$ cat config.mk
export PLATFORM = sky130hd
export DESIGN_NAME = sreg_tx
export DESIGN_NICKNAME = d
export VERILOG_FILES = /design/src/rtl/sreg_tx.sv
export SDC_FILE = /design/constraint.sdc
export NUM_CORES = 1
export LEC_CHECK = 0
export BUFFER_PORTS_ARGS = -buffer_cell sky130_fd_sc_hd__buf_2
export CAP_MARGIN = 20
export CORE_ASPECT_RATIO = 0.9
export CORE_MARGIN = 4
export CORE_UTILIZATION = 40
export CTS_BUF_LIST = sky130_fd_sc_hd__clkbuf_8
export CTS_CLUSTER_DIAMETER = 30
export DETAILED_ROUTE_END_ITERATION = 16
export PLACE_DENSITY = 0.69
export SKIP_LAST_GASP = 1
export SYNTH_ARGS = -nofsm -noshare
export SYNTH_HDL_FRONTEND = slang
export SYNTH_SLANG_ARGS = --single-unit
$ cat constraint.sdc
create_clock -name clk -period 2.2 [get_ports clk]
set_input_delay 0.66 -clock clk [delete_from_list [all_inputs] [get_ports clk]]
set_output_delay 0.66 -clock clk [all_outputs]
set_load 0.02 [all_outputs]
$ cat src/rtl/sreg_tx.sv
// Serial address transmitter: shifts a parallel address MSB-first into the remote
// shift-register receiver, or issues a single counter pulse. Optional macro: SREG_TX_SHADOW_EN.
module sreg_tx #(
    parameter int ADDR_WIDTH = 21,
    parameter int CLK_DIV    = 2
) (
    input  logic                  clk,
    input  logic                  reset,
    input  logic                  start,
    input  logic [ADDR_WIDTH-1:0] addr,
    input  logic                  incr,
    output logic                  busy,
    output logic                  done,
    output logic                  sreg_clk,
    output logic                  sreg_si,
    output logic                  sreg_en_n,
    output logic                  sreg_counter_n
`ifdef SREG_TX_SHADOW_EN
    ,
    output logic [ADDR_WIDTH-1:0] shadow_addr
`endif
);

    localparam int DIV_W = (CLK_DIV > 1) ? $clog2(CLK_DIV) : 1;
    localparam int BIT_W = (ADDR_WIDTH > 1) ? $clog2(ADDR_WIDTH) : 1;
    localparam logic [DIV_W-1:0] DIV_LAST = DIV_W'(CLK_DIV - 1);
    localparam logic [BIT_W-1:0] BIT_LAST = BIT_W'(ADDR_WIDTH - 1);

    typedef enum logic [2:0] {
        IDLE,
        SETUP,
        SHIFT_HI,
        SHIFT_LO,
        HOLD,
        INC_SETUP,
        INC_HI,
        INC_LO
    } state_t;

    state_t                state;
    state_t                next_state;
    logic [DIV_W-1:0]      div_cnt;
    logic [BIT_W-1:0]      bit_cnt;
    logic [ADDR_WIDTH-1:0] shreg;
    logic                  phase_end;
    logic                  accept_start;
    logic                  advance_bit;

    assign phase_end    = (div_cnt == DIV_LAST);
    assign accept_start = (state == IDLE) && start;
    assign advance_bit  = (state == SHIFT_HI) && (next_state == SHIFT_LO);

    // The data line is the MSB of the shift register, so it is a registered output.
    assign sreg_si = shreg[ADDR_WIDTH-1];

    // NOTE: next_state gets its default before the case so no path leaves it unassigned (no latch).
    always_comb begin
        next_state = state;
        case (state)
            IDLE: begin
                if (start) begin
                    next_state = SETUP;
                end else if (incr) begin
                    next_state = INC_SETUP;
                end
            end
            SETUP:     if (phase_end) next_state = SHIFT_HI;
            // The last bit's low phase is spent in HOLD, so no extra clock edge follows it.
            SHIFT_HI:  if (phase_end) next_state = (bit_cnt == BIT_LAST) ? HOLD : SHIFT_LO;
            SHIFT_LO:  if (phase_end) next_state = SHIFT_HI;
            HOLD:      if (phase_end) next_state = IDLE;
            INC_SETUP: if (phase_end) next_state = INC_HI;
            INC_HI:    if (phase_end) next_state = INC_LO;
            INC_LO:    if (phase_end) next_state = IDLE;
            default:   next_state = IDLE;
        endcase
    end

    // NOTE: all state in clocked blocks uses non-blocking assignments so every register
    // samples pre-edge values regardless of statement order.
    always_ff @(posedge clk) begin
        if (reset) begin
            state          <= IDLE;
            div_cnt        <= '0;
            bit_cnt        <= '0;
            shreg          <= '0;
            busy           <= 1'b0;
            done           <= 1'b0;
            sreg_clk       <= 1'b0;
            sreg_en_n      <= 1'b1;
            sreg_counter_n <= 1'b1;
        end else begin
            state <= next_state;

            if ((next_state != state) || (state == IDLE)) begin
                div_cnt <= '0;
            end else begin
                div_cnt <= div_cnt + 1'b1;
            end

            // Outputs are decoded from next_state so they change on the same edge as the state.
            busy           <= (next_state != IDLE);
            done           <= (state != IDLE) && (next_state == IDLE);
            sreg_clk       <= (next_state inside {SHIFT_HI, INC_HI});
            sreg_en_n      <= !(next_state inside {SETUP, SHIFT_HI, SHIFT_LO, HOLD});
            sreg_counter_n <= !(next_state inside {INC_SETUP, INC_HI, INC_LO});

            if (accept_start) begin
                shreg   <= addr;
                bit_cnt <= '0;
            end else if (advance_bit) begin
                shreg <= shreg << 1;
                if (bit_cnt != BIT_LAST) begin
                    bit_cnt <= bit_cnt + 1'b1;
                end
            end else if (next_state == IDLE) begin
                shreg <= '0;
            end
        end
    end

`ifdef SREG_TX_SHADOW_EN
    logic [ADDR_WIDTH-1:0] addr_q;

    // Tracks what the receiver should now hold: a fresh load or the previous value plus one.
    always_ff @(posedge clk) begin
        if (reset) begin
            addr_q      <= '0;
            shadow_addr <= '0;
        end else begin
            if (accept_start) begin
                addr_q <= addr;
            end
            if ((state == HOLD) && (next_state == IDLE)) begin
                shadow_addr <= addr_q;
            end else if ((state == INC_LO) && (next_state == IDLE)) begin
                shadow_addr <= shadow_addr + 1'b1;
            end
        end
    end
`endif

endmodule
==> results.py <==
metrics = {
    "run_status": {
        "outcome": "finished, final reports clean",
    },
    "clocking": {
        "clk_pin_slew_worst_paths_ps": 70,
        "ctsHtreeMaxLevel": 2,
        "clock_path_buffers": 2,
        "postCtsResizedCells": 0,
        "cts_tree": "built",
        "insertion_delay_ps": 290,
        "clkSinkCount": 35,
        "post-cts-setup-buffer-count": 0,
        "root_buffer": "clkbuf_8",
        "holdBufCountCts": 0,
        "cts_buffers": 5,
    },
    "logic_synthesis": {
        "synth_top_area_share_pct": 44.62,
        "yosys.area.top_type": "dfxtp_1",
        "ys_seq_elements": 35,
        "synth_seq_area_share_pct": 44.62,
        "synth_cell_types": 36,
        "async_flop_share_pct": 0,
        "synth_area_mm2": 0.001570,
        "ys_top_cells_by_area": "dfxtp_1, a22oi_1, o2bb2ai_2, o2bb2ai_1, nor2_1",
        "synth_xor_area_share_pct": 2.231,
        "synth_top_family_by_area": "compound AO/OA/AOI/OAI gates",
        "syn_nets": 171,
        "synth_simple_gate_area_share_pct": 12.99,
        "synthAdderAreaFrac_pct": 1.594,
        "synth_compound_area_share_pct": 31.55,
        "muxShareOfSynthArea_pct": 1.275,
        "yosysWarnings": 0,
        "synthCells": 144,
        "synth-main-ff-cell": "dfxtp_1",
        "synth-edff-count": 0,
        "syn_avg_cell_area_um2": 10.90,
    },
    "sta": {
        "fmaxAchievable_ghz": 0.5190,
        "rsz0062_at_grt": "no",
        "period_needed_ps": 1927,
        "finalSetupTns_ps": 0,
        "hold_viol_final": 0,
        "slew_viol_final": 0,
        "tightestPinTransition_ps": 456.2,
        "clock_skew_ps": 6.784,
        "period_share_pct": 87.57,
        "slew_headroom_pct": 69.54,
        "setup_viol": 0,
        "whs_ps": 465.8,
    },
    "finish": {
        "areaGrowthSynthToFinish_pct": 20.80,
        "stdcell_count": 223,
        "seqCellArea_um2": 700.7,
        "drive_gt1_share_pct": 36.16,
        "fin_nets": 203,
        "fillers": 349,
        "postLayoutCellArea_mm2": 0.001897,
        "multi_input_area_um2": 788.3,
        "antenna_cells": 0,
    },
    "placement": {
        "dp_cells": 215,
        "numPortBuffers": 30,
        "detailed_place_hpwl_um": 2251,
        "gp_congestion": 0.7365,
        "place_area_mm2": 0.001797,
    },
    "critical_path": {
        "reg2reg_from": "bit_cnt[0]",
        "critPathMaxStageDelay_ps": 410,
        "required_ps": 2380,
        "start_kind": "register",
        "crit_path_max_fanout": 26,
        "crit_buf_inv": 4,
        "cp_slowest_cell": "dfxtp_1",
        "critical-path-top-delay-family": "buffers and inverters",
        "path_cells": "inv_1 -> ha_1 -> nand4b_1 -> buf_4 -> nor4b_4 -> buf_12 -> a211oi_4 -> buf_12 -> a32o_1",
        "worstSetupPathType": "register to register",
        "end_kind": "register",
        "cp-startpoint": "bit_cnt[0]",
        "cpMostUsedCell": "buf_12",
        "arrival_ps": 2100,
    },
    "die": {
        "die_h_um": 67.44,
        "core_area_mm2": 0.003757,
        "die_x_um": 74.05,
        "row_count": 21,
        "dieArea_mm2": 0.004994,
        "num_io_pins": 31,
        "initial_core_util_pct": 41.79,
    },
    "route": {
        "drt_iter0_markers": 60,
        "wire_per_inst_um": 14.43,
        "vias": 1227,
        "vias_per_cell": 5.502,
        "first_pass_iters": 4,
        "postRouteWirelength_um": 3219,
        "route.detailed.drc": 0,
        "detail-route-antenna-nets": 0,
    },
    "global_route": {
        "grt_max_degree": 28,
        "antenna_found_initial": 0,
        "first_global_vias": 1226,
        "grt_pass1_wl_um": 5464,
        "grt_usage_pct": 14.54,
        "globalRouteOverflowTotal": 0,
    },
    "hold_path": {
        "hp-start": "shreg[17]",
        "hold_class": "register to register",
    },
    "pwr": {
        "vdd_drop_max_mv": 0.4009,
        "p_leak_nw": 0.7337,
        "finalPower_mw": 1.734,
        "power_density_mw_per_mm2": 913.9,
    },
    "flow_run": {
        "maxCapViolCount": 0,
    },
}
through the flow:
| stage | utilization, % | setup slack (ps) |
|---|---|---|
| after global routing | 50.48 | 141.9 |
| after CTS | 50.48 | 266.2 |
| after global placement | 47.82 | 85.63 |
| after floorplan | - | 224.1 |
| after detailed placement | 47.82 | 47.93 |
| final | 50.48 | 273.4 |
cell usage after synthesis, drive strengths merged, types with 2 or more instances:
cell,number
dfxtp,35
a22oi,21
o2bb2ai,20
nor2,10
clkbuf,7
buf,6
nand2,6
inv,4
nor3,3
o21ai,3
xor2,3
a211oi,2
ha,2
mux2i,2
nand4,2
nor4b,2
or2,2
registers in the layout, indices dropped and copies added, names as in the netlist:
register,cells
shreg,21
bit_cnt,5
state,3
busy,1
div_cnt,1
done,1
sreg_clk,1
sreg_counter_n,1
sreg_en_n,1
path summary, 6_finish.rpt:
path,to,slack (ps),cells after the start
setup / recovery,shreg[0],270,9
setup reg to reg,shreg[0],270,9
hold reg to reg,shreg[17],470,1
hold / removal,shreg[17],470,1
per-layer routing:
metal  GRT usage, %  up-vias  routed length (µm)
met5              0        -                   0
met4          6.109        0                  23
met3          5.952        4                 186
met2          22.79       28                1508
met1          17.57      590                1500
li1               -      605                   -
cell type report:
cell class | instances | area share (%)
Clock buffer | 7 | 5.079
Clock inverter | 1 | 0.1979
Inverter | 4 | 0.7916
Multi-Input combinational cell | 92 | 41.56
Sequential cell | 35 | 36.94
Tap cell | 46 | 3.034
Timing Repair Buffer | 38 | 12.40
cell families after synthesis:
family                     Yosys count
AOI/OAI and AO/OA                   51
adders and majority gates            2
muxes                                2
and+or+nand+nor                     33
DFF                                 35
buffers and inverters               17
xor gates and xnor gates             4
cells in the final DEF (no fill, tap or decap), types with 3 or more instances in the layout:
cell type,synthesis,layout
inv_1,4,5
a22oi_1,20,20
nor2_1,10,10
nor3_1,3,3
o2bb2ai_2,10,10
xor2_1,3,3
clkbuf_8,0,7
buf_2,3,30
dfxtp_1,35,35
o21ai_0,3,3
buf_4,0,6
nand2_1,6,6
o2bb2ai_1,10,10
worst register-to-register path, cell delays in order (launching register included):
cell and delay (ps):
dfxtp_1 410, inv_1 70, ha_1 190, nand4b_1 110
buf_4 150, nor4b_4 250, buf_12 220, a211oi_4 60
buf_12 170, a32o_1 200
where the power goes:
| part | leakage, nW | internal [mW] | switching (mW) |
|---|---|---|---|
| combinational | 0.392 | 0.202 | 0.245 |
| sequential | 0.286 | 0.720 | 0.0678 |
| clock | 0.0557 | 0.281 | 0.218 |
| total | 0.734 | 1.20 | 0.531 |
Power figures use the tool's default switching activity.
